==> config.mk <==
export PLATFORM = sky130hd
export DESIGN_NAME = huff_freq_counter_flat
export DESIGN_NICKNAME = d
export VERILOG_FILES = /design/src/rtl/huff_pkg.sv /design/src/rtl/huff_freq_counter_if.sv /design/src/rtl/huff_slot_match.sv /design/src/rtl/huff_freq_counter.sv /design/src/flat_wrapper.sv
export SDC_FILE = /design/constraint.sdc
export NUM_CORES = 1
export LEC_CHECK = 0
export ABC_CLOCK_PERIOD_IN_PS = 4400
export CORE_UTILIZATION = 51
export CTS_CLUSTER_SIZE = 25
export DETAILED_ROUTE_END_ITERATION = 12
export PLACE_DENSITY_LB_ADDON = 0.08
export SLEW_MARGIN = 20
export SYNTH_ARGS = -nofsm -noshare
export SYNTH_HDL_FRONTEND = slang
export SYNTH_HIERARCHICAL = 1
export SYNTH_SLANG_ARGS = --single-unit
==> constraint.sdc <==
create_clock -name clk -period 4.4 [get_ports clk]
set_input_delay 0.88 -clock clk [delete_from_list [all_inputs] [get_ports clk]]
set_output_delay 0.88 -clock clk [all_outputs]
set_load 0.01 [all_outputs]
==> src/rtl/huff_pkg.sv <==
// Shared constants, state encoding and helpers for the Huffman front end.
// Shared by the frequency counter and the downstream Huffman encoder.
package huff_pkg;

   localparam int NUM_SYM = 3;
   localparam int SYM_W   = 8;
   localparam int FREQ_W  = 3;
   localparam int IDX_W   = 2;

   localparam logic [FREQ_W-1:0] FREQ_MAX = 3'd7;

   typedef enum logic [1:0] {
      ST_IDLE  = 2'd0,
      ST_COUNT = 2'd1,
      ST_HOLD  = 2'd2
   } huff_state_e;

   // Saturating increment: a count at FREQ_MAX never wraps back to zero.
   function automatic logic [FREQ_W-1:0] freq_sat_inc(input logic [FREQ_W-1:0] cnt);
      return (cnt == FREQ_MAX) ? cnt : cnt + 3'd1;
   endfunction

endpackage

==> src/rtl/huff_freq_counter_if.sv <==
// Symbol-stream input and frame-result output bundle of huff_freq_counter.
interface huff_freq_counter_if;
   import huff_pkg::*;

   logic [SYM_W-1:0]          sym_in;
   logic                      sym_valid;
   logic                      sym_last;
   logic                      sym_ready;
   logic [NUM_SYM*SYM_W-1:0]  data_out;
   logic [NUM_SYM*FREQ_W-1:0] freq_out;
   logic                      out_valid;
   logic                      out_ready;
   logic                      err;

   modport master (
      output sym_in, sym_valid, sym_last, out_ready,
      input  sym_ready, data_out, freq_out, out_valid, err
   );

   modport slave (
      input  sym_in, sym_valid, sym_last, out_ready,
      output sym_ready, data_out, freq_out, out_valid, err
   );

endinterface

==> src/rtl/huff_slot_match.sv <==
// Combinational slot lookup: per-slot hit vector and lowest free slot index.
module huff_slot_match
   import huff_pkg::*;
(
   input  logic [SYM_W-1:0]                sym_in,
   input  logic [NUM_SYM-1:0][SYM_W-1:0]   slot_sym,
   input  logic [NUM_SYM-1:0][FREQ_W-1:0]  slot_cnt,
   output logic [NUM_SYM-1:0]              hit,
   output logic [IDX_W-1:0]                free_idx,
   output logic                            free_vld
);

   // A slot is occupied iff its count is non-zero; scan downward so the lowest free slot wins.
   always_comb begin
      hit      = '0;
      free_idx = '0;
      free_vld = 1'b0;
      for (int i = NUM_SYM - 1; i >= 0; i--) begin
         hit[i]   = (slot_cnt[i] != 3'd0) && (slot_sym[i] == sym_in);
         free_idx = (slot_cnt[i] == 3'd0) ? IDX_W'(i) : free_idx;
         free_vld = free_vld | (slot_cnt[i] == 3'd0);
      end
   end

endmodule

==> src/rtl/huff_freq_counter.sv <==
// Per-frame symbol frequency counter (3 slots) feeding the Huffman encoder.
// Optional macro HUFF_SAT_ERR_EN: flag err when an increment hits a saturated count.
module huff_freq_counter
   import huff_pkg::*;
(
   input  logic              clk,
   input  logic              reset,
   huff_freq_counter_if.slave bus
);

   localparam logic [1:0] IDLE  = ST_IDLE;
   localparam logic [1:0] COUNT = ST_COUNT;
   localparam logic [1:0] HOLD  = ST_HOLD;

`ifdef HUFF_SAT_ERR_EN
   localparam logic SAT_ERR_EN = 1'b1;
`else
   localparam logic SAT_ERR_EN = 1'b0;
`endif

   logic [1:0]                        state_r, state_s;
   logic [NUM_SYM-1:0][SYM_W-1:0]     sym_r, sym_s;
   logic [NUM_SYM-1:0][FREQ_W-1:0]    cnt_r, cnt_s;
   logic                              err_r, err_s;
   logic                              out_valid_r, out_valid_s;
   logic [NUM_SYM-1:0]                hit_s;
   logic [IDX_W-1:0]                  free_idx_s;
   logic                              free_vld_s;
   logic                              sym_ready_s;
   logic                              accept_s;
   logic [NUM_SYM*SYM_W-1:0]          data_s;
   logic [NUM_SYM*FREQ_W-1:0]         freq_s;

   huff_slot_match u_match (
      .sym_in   (bus.sym_in),
      .slot_sym (sym_r),
      .slot_cnt (cnt_r),
      .hit      (hit_s),
      .free_idx (free_idx_s),
      .free_vld (free_vld_s)
   );

   // Ready is gated by reset so no symbol appears accepted in the reset cycle.
   assign sym_ready_s = (state_r != HOLD) && !reset;
   assign accept_s    = bus.sym_valid && sym_ready_s;

   // Next-state, slot update and error computation for one accepted symbol.
   always_comb begin
      state_s     = state_r;
      sym_s       = sym_r;
      cnt_s       = cnt_r;
      err_s       = err_r;
      out_valid_s = out_valid_r;
      case (state_r)
         IDLE, COUNT: begin
            if (accept_s) begin
               if (|hit_s) begin
                  for (int i = 0; i < NUM_SYM; i++) begin
                     cnt_s[i] = hit_s[i] ? freq_sat_inc(cnt_r[i]) : cnt_r[i];
                     err_s    = err_s | (SAT_ERR_EN && hit_s[i] && (cnt_r[i] == FREQ_MAX));
                  end
               end else if (free_vld_s) begin
                  sym_s[free_idx_s] = bus.sym_in;
                  cnt_s[free_idx_s] = 3'd1;
               end else begin
                  // Fourth distinct symbol: dropped, slots untouched.
                  err_s = 1'b1;
               end
               state_s     = bus.sym_last ? HOLD : COUNT;
               out_valid_s = bus.sym_last;
            end else begin
               state_s = state_r;
            end
         end
         HOLD: begin
            if (bus.out_ready) begin
               sym_s       = '0;
               cnt_s       = '0;
               err_s       = 1'b0;
               out_valid_s = 1'b0;
               state_s     = IDLE;
            end else begin
               state_s = HOLD;
            end
         end
         default: begin
            sym_s       = '0;
            cnt_s       = '0;
            err_s       = 1'b0;
            out_valid_s = 1'b0;
            state_s     = IDLE;
         end
      endcase
   end

   // State and slot registers with synchronous reset taking priority.
   always_ff @(posedge clk) begin
      if (reset) begin
         state_r     <= IDLE;
         sym_r       <= '0;
         cnt_r       <= '0;
         err_r       <= 1'b0;
         out_valid_r <= 1'b0;
      end else begin
         state_r     <= state_s;
         sym_r       <= sym_s;
         cnt_r       <= cnt_s;
         err_r       <= err_s;
         out_valid_r <= out_valid_s;
      end
   end

   // Pack slot registers so slot 0 sits in the most significant field.
   always_comb begin
      data_s = '0;
      freq_s = '0;
      for (int i = 0; i < NUM_SYM; i++) begin
         data_s[(NUM_SYM-1-i)*SYM_W +: SYM_W]   = sym_r[i];
         freq_s[(NUM_SYM-1-i)*FREQ_W +: FREQ_W] = cnt_r[i];
      end
   end

   assign bus.sym_ready = sym_ready_s;
   assign bus.data_out  = data_s;
   assign bus.freq_out  = freq_s;
   assign bus.out_valid = out_valid_r;
   assign bus.err       = err_r;

endmodule
==> src/flat_wrapper.sv <==
// flat-port wrapper written by rule: the top's interface ports become plain ports
module huff_freq_counter_flat import huff_pkg::*;
  (clk, reset, bus_sym_in, bus_sym_valid, bus_sym_last, bus_out_ready, bus_sym_ready, bus_data_out, bus_freq_out, bus_out_valid, bus_err);
  huff_freq_counter_if bus_i ();
  input  logic clk;
  input  logic reset;
  input wire logic [$bits(bus_i.sym_in)-1:0] bus_sym_in;
  input wire logic [$bits(bus_i.sym_valid)-1:0] bus_sym_valid;
  input wire logic [$bits(bus_i.sym_last)-1:0] bus_sym_last;
  input wire logic [$bits(bus_i.out_ready)-1:0] bus_out_ready;
  output wire logic [$bits(bus_i.sym_ready)-1:0] bus_sym_ready;
  output wire logic [$bits(bus_i.data_out)-1:0] bus_data_out;
  output wire logic [$bits(bus_i.freq_out)-1:0] bus_freq_out;
  output wire logic [$bits(bus_i.out_valid)-1:0] bus_out_valid;
  output wire logic [$bits(bus_i.err)-1:0] bus_err;
  assign bus_i.sym_in = bus_sym_in;
  assign bus_i.sym_valid = bus_sym_valid;
  assign bus_i.sym_last = bus_sym_last;
  assign bus_i.out_ready = bus_out_ready;
  assign bus_sym_ready = bus_i.sym_ready;
  assign bus_data_out = bus_i.data_out;
  assign bus_freq_out = bus_i.freq_out;
  assign bus_out_valid = bus_i.out_valid;
  assign bus_err = bus_i.err;
  huff_freq_counter u_core (.clk(clk), .reset(reset), .bus(bus_i));
endmodule
==> results of run 1 <==
## cell usage after synthesis (2+ instances only)
cell,n
inv_1,2
nand4_1,4
and3_1,2
a22o_1,6
nor3_1,7
a32oi_1,3
a21oi_1,9
xnor2_1,16
nand2_1,22
o21ai_0,3
a32o_1,8
clkbuf_1,4
nand2b_1,5
nor2_1,9
ha_1,6
nor4_1,3
o21ai_1,2
o2bb2ai_1,16
xor2_1,8
a31oi_1,3
dfxtp_1,37
a211oi_1,3
or3_1,2
## cell type report
type,count,area [µm²]
Sequential cell,37,741
Timing Repair Buffer,49,488
Multi-Input combinational cell,146,1030
Clock buffer,7,55.1
Tap cell,46,57.6
Inverter,3,11.3
Fill cell,287,977
## registers in the layout, indices dropped and copies added, names as in the netlist
name,cells
u_core/bus.data_out,24
u_core/bus.err,1
u_core/bus.freq_out,9
u_core/bus.out_valid,1
u_core/state_r,2
## final timing paths
check                                       startpoint                                    to  slack (ns)
setup / recovery                                 reset                         bus_sym_ready        1.09
hold / removal    u_core/bus.data_out[18]$_SDFFE_PP0P_  u_core/bus.data_out[18]$_SDFFE_PP0P_        0.50
setup reg to reg   u_core/bus.freq_out[6]$_SDFFE_PP0P_   u_core/bus.freq_out[5]$_SDFFE_PP0P_        1.86
hold reg to reg   u_core/bus.data_out[18]$_SDFFE_PP0P_  u_core/bus.data_out[18]$_SDFFE_PP0P_        0.50
## per-stage QoR
stage | power [mW] | setup slack [ns] | instances
finish | 0.641 | 1.09 | 288
global route | 0.670 | 0.981 | 288
CTS | 0.644 | 1.08 | 288
detailed placement | 0.462 | 0.854 | 281
global placement | 0.460 | 0.977 | 281
floorplan | 0.416 | 1.81 | 192
## logic make-up after synthesis
| family | count (synthesis) | share of synthesized area |
|---|---|---|
| AO/OA/AOI/OAI | 56 | 0.239 |
| XOR/XNOR | 24 | 0.116 |
| AND/OR/NAND/NOR | 60 | 0.173 |
| adder cells (fa/ha/maj) | 6 | 0.0414 |
| buffers and inverters | 9 | 0.0214 |
| flip-flops | 37 | 0.409 |
## per-layer routing
layer	track usage	part of all wire
met2	0.459	0.49
met3	0.0777	0.052
met1	0.315	0.44
met4	0.0984	0.018
met5	0	0
## worst max-delay path: cells and delay by family
kind	cells	cell delay, ns
buffers and inverters	3	1.42
AO/OA/AOI/OAI	1	0.14
## power by group
| part | switching, mW | total, mW | internal, mW |
|---|---|---|---|
| Clock | 0.110 | 0.185 | 0.0755 |
| Sequential | 0.00878 | 0.352 | 0.343 |
| Combinational | 0.0561 | 0.104 | 0.0481 |
| Total | 0.175 | 0.641 | 0.467 |
==> metrics.txt, run 1 <==
# TYPE chip_impl_metric gauge
chip_impl_info{name="run_status",value="finished clean"} 1
chip_impl_metric{name="synth_sequential_area_ratio",unit=""} 0.409
chip_impl_metric{name="floorplan.core_area",unit="mm²"} 0.00336
chip_impl_metric{name="wl",unit="µm"} 4560
chip_impl_metric{name="syn_to_final_growth",unit="%"} 31.6
chip_impl_metric{name="dieArea",unit="mm²"} 0.00380
chip_impl_metric{name="setup_viol",unit=""} 0
chip_impl_metric{name="postCtsSetupRepairBufs",unit=""} 0
chip_impl_metric{name="gr-total-overflow",unit=""} 0
chip_impl_metric{name="grt_util_all_layers",unit=""} 0.267
chip_impl_info{name="critical_path_start_type",value="input port"} 1
chip_impl_metric{name="final_nets",unit=""} 261
chip_impl_metric{name="clock-sinks",unit=""} 37
chip_impl_metric{name="peakVddDrop",unit="V"} 0.000167
chip_impl_metric{name="start_util",unit=""} 0.539
chip_impl_metric{name="dp_hpwl",unit="µm"} 3320
chip_impl_metric{name="cp.arrival",unit="ns"} 2.43
chip_impl_info{name="hold_path.class",value="register to register"} 1
chip_impl_info{name="ctsRootBufferMaster",value="clkbuf_4"} 1
chip_impl_info{name="mostFrequentLayoutCell",value="clkdlybuf4s50_1"} 1
chip_impl_metric{name="crit_required",unit="ns"} 3.52
chip_impl_metric{name="drt_first_pass_iters",unit=""} 4
chip_impl_metric{name="transition_time_of_the_tightest_slew_check_pin",unit="ns"} 0.777
chip_impl_metric{name="ff2ff_path_depth",unit=""} 6
chip_impl_metric{name="timing.final.hold_violations",unit=""} 0
chip_impl_metric{name="power_leakage",unit="nW"} 0.899
chip_impl_metric{name="antenna-diode-count",unit=""} 0
chip_impl_metric{name="yosys_register_bits",unit=""} 37
chip_impl_metric{name="io_pins",unit=""} 49
chip_impl_metric{name="postSynth.asyncResetShare",unit=""} 0
chip_impl_metric{name="worst_skew_pair.late_latency",unit="ns"} 0.34
chip_impl_metric{name="crit_path_max_incr_delay",unit="ns"} 0.78
chip_impl_metric{name="worst_clock_skew",unit="ns"} 0.00367
chip_impl_metric{name="routedWlPerCell",unit="µm"} 15.8
chip_impl_info{name="cts_tree",value="yes"} 1
chip_impl_metric{name="postLayoutCoreUtil",unit=""} 0.709
chip_impl_info{name="synthTopCellsByArea",value="dfxtp_1 (41%), o2bb2ai_1 (7.7%), xnor2_1 (7.7%), nand2_1 (4.6%), a32o_1 (4.4%)"} 1
chip_impl_metric{name="clock_path_buffers",unit=""} 2
chip_impl_metric{name="yosysUniqueCellTypes",unit=""} 35
chip_impl_metric{name="postSynthNetCount",unit=""} 211
chip_impl_metric{name="max_slew_margin",unit=""} 0.482
chip_impl_metric{name="syn_area_per_cell",unit="µm²"} 9.44
chip_impl_metric{name="die_h",unit="µm"} 61.6
chip_impl_info{name="worstSetupPathType",value="input port to primary output"} 1
chip_impl_metric{name="detailed_place.area",unit="mm²"} 0.00233
chip_impl_metric{name="worst-path-max-fanout",unit=""} 14
chip_impl_info{name="worstPathCellList",value="clkdlybuf4s50_1, clkinv_1, o21a_1, clkdlybuf4s50_1"} 1
chip_impl_metric{name="grt_pass1_vias",unit=""} 1628
chip_impl_metric{name="timing.max_cap.violations",unit=""} 0
chip_impl_info{name="critical-path-top-cell-by-count",value="clkdlybuf4s50_1"} 1
chip_impl_metric{name="fmax",unit="MHz"} 302
chip_impl_info{name="synth_area_leader_cell",value="dfxtp_1"} 1
chip_impl_metric{name="gpl_congestion",unit=""} 0.901
chip_impl_metric{name="antenna_violating_nets_post_route",unit=""} 0
chip_impl_info{name="crit_path_end_kind",value="primary output"} 1
chip_impl_metric{name="period_share",unit=""} 0.753
chip_impl_info{name="postSynth.topFlopCell",value="dfxtp_1"} 1
chip_impl_metric{name="route.detailed.drc",unit=""} 0
chip_impl_metric{name="num_rows",unit=""} 21
chip_impl_metric{name="tritoncts.num_buffers",unit=""} 5
chip_impl_metric{name="synthCells",unit=""} 192
chip_impl_metric{name="worst_hold_path.num_cells",unit=""} 1
chip_impl_info{name="timing.critical_path.slowest_stage_cell",value="clkdlybuf4s50_1"} 1
chip_impl_metric{name="cts.repair.resized",unit=""} 0
chip_impl_metric{name="number_of_flops_mapped_to_enable_cells_by_yosys",unit=""} 0
chip_impl_metric{name="finalSetupTns",unit="ns"} 0
chip_impl_metric{name="finalMaxSlewViolations",unit=""} 0
chip_impl_metric{name="pwr_density_cell",unit="mW/mm²"} 269
chip_impl_metric{name="io_buffers",unit=""} 48
chip_impl_metric{name="synthDominantCellAreaShare",unit=""} 0.409
chip_impl_metric{name="die_width",unit="µm"} 61.6
chip_impl_info{name="rsz0062_at_grt",value="false"} 1
chip_impl_metric{name="hold_slack",unit="ns"} 0.502
chip_impl_metric{name="final_period_minus_worst_setup_slack",unit="ns"} 3.31
chip_impl_metric{name="grt_antenna_before_repair",unit=""} 0
chip_impl_metric{name="finish.instance_area",unit="mm²"} 0.00239
chip_impl_metric{name="post_cts_hold_buffer_count",unit=""} 0
chip_impl_metric{name="dr.first_iter.drc_count",unit=""} 93
chip_impl_metric{name="avgViaCountPerCell",unit=""} 5.99
chip_impl_metric{name="layout-drive-gt1-share",unit=""} 0.0331
chip_impl_info{name="mostFrequentLayoutCells",value="clkdlybuf4s50_1 (48), dfxtp_1 (37), nand2_1 (22)"} 1
chip_impl_metric{name="cts.clk_slew.worst_paths",unit="ns"} 0.10
chip_impl_metric{name="routed_vias",unit=""} 1724
chip_impl_metric{name="maximum_number_of_pins_on_one_net_before_global_route_repair",unit=""} 18
chip_impl_metric{name="grt_first_pass_wirelength",unit="µm"} 7300
chip_impl_metric{name="post_synth_instance_area",unit="mm²"} 0.00181
chip_impl_metric{name="synth.yosys.warnings",unit=""} 6
chip_impl_metric{name="htree_num_levels",unit=""} 2
No activity file was read; power rests on OpenSTA's default activity.
==> run 2: changes to the inputs <==
--- a/config.mk
+++ b/config.mk
@@ -5,8 +5,8 @@
 export SDC_FILE = /design/constraint.sdc
 export NUM_CORES = 1
 export LEC_CHECK = 0
-export ABC_CLOCK_PERIOD_IN_PS = 4400
-export CORE_UTILIZATION = 51
+export ABC_CLOCK_PERIOD_IN_PS = 2950
+export CORE_UTILIZATION = 43
 export CTS_CLUSTER_SIZE = 25
 export DETAILED_ROUTE_END_ITERATION = 12
 export PLACE_DENSITY_LB_ADDON = 0.08
==> constraint.sdc (replaced) <==
create_clock -name clk -period 2.95 [get_ports clk]
set_input_delay 0.59 -clock clk [delete_from_list [all_inputs] [get_ports clk]]
set_output_delay 0.59 -clock clk [all_outputs]
set_load 0.01 [all_outputs]
==> metrics.txt, run 2 (synthesis results as in run 1) <==
# TYPE chip_impl_metric gauge
chip_impl_info{name="hold_path.class",value="register to register"} 1
chip_impl_info{name="mostFrequentLayoutCells",value="clkdlybuf4s50_1 (48), dfxtp_1 (37), nand2_1 (22)"} 1
chip_impl_metric{name="drt_first_pass_iters",unit=""} 4
chip_impl_metric{name="power_frac_seq",unit=""} 0.504
chip_impl_metric{name="placement.setup.worst_slack",unit="ns"} -0.227
chip_impl_metric{name="fmax",unit="MHz"} 345
chip_impl_metric{name="num-fill-cells",unit=""} 347
chip_impl_metric{name="gr-total-overflow",unit=""} 0
chip_impl_metric{name="layout-drive-gt1-share",unit=""} 0.122
chip_impl_metric{name="period_share",unit=""} 0.981
chip_impl_metric{name="largest_reg_flops",unit=""} 24
chip_impl_metric{name="cts.clk_slew.worst_paths",unit="ns"} 0.08
chip_impl_metric{name="dp_hpwl",unit="µm"} 3810
chip_impl_metric{name="maximum_number_of_pins_on_one_net_before_global_route_repair",unit=""} 18
chip_impl_metric{name="grt_util_all_layers",unit=""} 0.250
chip_impl_metric{name="antenna_violating_nets_post_route",unit=""} 0
chip_impl_metric{name="power_leakage",unit="nW"} 1.01
chip_impl_metric{name="post-layout-total-power",unit="mW"} 1.04
chip_impl_metric{name="power_frac_comb",unit=""} 0.165
chip_impl_metric{name="peakVddDrop",unit="V"} 0.000351
chip_impl_info{name="run_status",value="finished clean"} 1
chip_impl_metric{name="final_period_minus_worst_setup_slack",unit="ns"} 2.90
chip_impl_info{name="rsz0062_at_grt",value="true"} 1
chip_impl_metric{name="finalWorstSetupSlack",unit="ns"} 0.0549
chip_impl_metric{name="cp.arrival",unit="ns"} 3.06
chip_impl_metric{name="clock_path_buffers",unit=""} 2
chip_impl_metric{name="die_width",unit="µm"} 66.9
chip_impl_metric{name="routed_vias",unit=""} 1805
chip_impl_metric{name="grt_first_pass_wirelength",unit="µm"} 8200
chip_impl_metric{name="worst-path-max-fanout",unit=""} 8
chip_impl_info{name="mostFrequentLayoutCell",value="clkdlybuf4s50_1"} 1
chip_impl_info{name="critical_path_start_type",value="input port"} 1
chip_impl_metric{name="max_slew_margin",unit=""} 0.654
chip_impl_metric{name="finalMaxSlewViolations",unit=""} 0
chip_impl_metric{name="postCtsSetupRepairBufs",unit=""} 0
chip_impl_metric{name="htree_num_levels",unit=""} 2
chip_impl_metric{name="ff_latch_area",unit="µm²"} 741
chip_impl_metric{name="gpl_congestion",unit=""} 0.870
chip_impl_metric{name="crit_required",unit="ns"} 3.12
chip_impl_metric{name="postLayoutCoreUtil",unit=""} 0.641
chip_impl_metric{name="route.detailed.drc",unit=""} 0
chip_impl_metric{name="worst_clock_skew",unit="ns"} 0.00348
chip_impl_metric{name="grt_antenna_before_repair",unit=""} 0
chip_impl_metric{name="io_pins",unit=""} 49
chip_impl_info{name="ctsRootBufferMaster",value="clkbuf_8"} 1
chip_impl_info{name="cts_tree",value="yes"} 1
chip_impl_metric{name="switching_share",unit=""} 0.274
chip_impl_metric{name="post_cts_hold_buffer_count",unit=""} 0
chip_impl_metric{name="share_clk_of_total_power",unit=""} 0.331
chip_impl_metric{name="num_rows",unit=""} 23
chip_impl_metric{name="dr.first_iter.drc_count",unit=""} 194
chip_impl_metric{name="routedWlPerCell",unit="µm"} 16.6
chip_impl_metric{name="tritoncts.num_buffers",unit=""} 5
chip_impl_info{name="worstSetupPathType",value="input port to register"} 1
chip_impl_metric{name="avgViaCountPerCell",unit=""} 5.77
chip_impl_metric{name="dieArea",unit="mm²"} 0.00448
chip_impl_metric{name="antenna-diode-count",unit=""} 0
chip_impl_metric{name="switching_power_total",unit="mW"} 0.286
chip_impl_info{name="crit_path_end_kind",value="register"} 1
chip_impl_metric{name="final_nets",unit=""} 281
chip_impl_metric{name="die_h",unit="µm"} 66.9
chip_impl_metric{name="transition_time_of_the_tightest_slew_check_pin",unit="ns"} 0.514
chip_impl_metric{name="start_util",unit=""} 0.450
chip_impl_metric{name="internal_power",unit="mW"} 0.757
chip_impl_metric{name="setup_viol",unit=""} 0
chip_impl_metric{name="floorplan.core_area",unit="mm²"} 0.00403
chip_impl_metric{name="worst_skew_pair.late_latency",unit="ns"} 0.28
chip_impl_metric{name="io_buffers",unit=""} 48
chip_impl_metric{name="wl",unit="µm"} 5210
chip_impl_metric{name="multiInputGateArea",unit="mm²"} 0.00104
chip_impl_metric{name="timing.max_cap.violations",unit=""} 0
chip_impl_metric{name="timing.final.hold_violations",unit=""} 0
chip_impl_metric{name="clock-sinks",unit=""} 37
chip_impl_metric{name="syn_to_final_growth",unit="%"} 42.4
chip_impl_metric{name="grt_pass1_vias",unit=""} 1755
chip_impl_metric{name="pwr_density_cell",unit="mW/mm²"} 404
## run 2: cell count changes in the layout (fill, tap and decap cells not counted), moves of 2 or more
cell and change:
clkbuf_8 +4, clkbuf_4 -5, clkinv_2 +2, buf_4 +20
## run 2: final cells by class
cell class	instances	share of cell area
repair buffers	69	0.247
inverters	3	0.00436
well taps	50	0.0242
clock inverters	3	0.00678
multi-input cells	146	0.404
flip-flops and latches	37	0.287
clock buffers	5	0.0266
## run 2: power groups by stage
stage	sequential (mW)	combinational (mW)	clock (mW)
global route	0.528	0.186	0.386
finish	0.526	0.172	0.345
global placement	0.536	0.165	0
CTS	0.525	0.170	0.355
detailed placement	0.537	0.169	0
floorplan	0.539	0.0812	0
## run 2: timing repair
action / CTS / global route
setup endpoints to repair: 0 / 12
hold endpoints to repair: 0 / 0
gates resized for setup: 0 / 2
## run 2: critical path: stages
cell	delay [ns]
clkdlybuf4s50_1	0.58
xor2_1	0.26
nor4_1	0.09
and3_1	0.21
or4b_1	0.59
o31ai_1	0.29
a21oi_1	0.13
buf_4	0.18
o2bb2ai_1	0.13
## run 2: path summary, 6_finish.rpt
check / startpoint / cells past startpoint / slack (ns) / end
worst max-delay path: bus_sym_in[3] / 9 / 0.05 / u_core/bus.data_out[17]$_SDFFE_PP0P_
worst min-delay path: u_core/bus.data_out[1]$_SDFFE_PP0P_ / 1 / 0.50 / u_core/bus.data_out[1]$_SDFFE_PP0P_
worst max register to register: u_core/bus.freq_out[3]$_SDFFE_PP0P_ / 8 / 0.35 / u_core/bus.data_out[17]$_SDFFE_PP0P_
worst min register to register: u_core/bus.data_out[1]$_SDFFE_PP0P_ / 1 / 0.50 / u_core/bus.data_out[1]$_SDFFE_PP0P_
## run 2: per-stage QoR
step	TNS (ns)	cell area (µm²)	hold slack, ns	cells
finish	0	2580	0.498	313
detailed placement	-5.50	2490	0.484	305
CTS	0	2570	0.501	313
global placement	-3.74	2490	0.468	305
floorplan	0	1810	0.504	192
global route	-0.0305	2580	0.508	313
## run 2: metal layers
metal / vias to the layer above / share of wire / GRT usage
li1: 866 / - / -
met3: 8 / 0.055 / 0.0616
met2: 63 / 0.51 / 0.432
met1: 868 / 0.42 / 0.290
met5: - / 0 / 0
met4: 0 / 0.014 / 0.104
==> run 3: changes to the inputs <==
--- a/config.mk
+++ b/config.mk
@@ -5,7 +5,6 @@
 export SDC_FILE = /design/constraint.sdc
 export NUM_CORES = 1
 export LEC_CHECK = 0
-export ABC_CLOCK_PERIOD_IN_PS = 2950
 export CORE_UTILIZATION = 43
 export CTS_CLUSTER_SIZE = 25
 export DETAILED_ROUTE_END_ITERATION = 12
==> results of run 3 <==
Same layout as run 2: the final DEF is identical, and so are final timing and power.
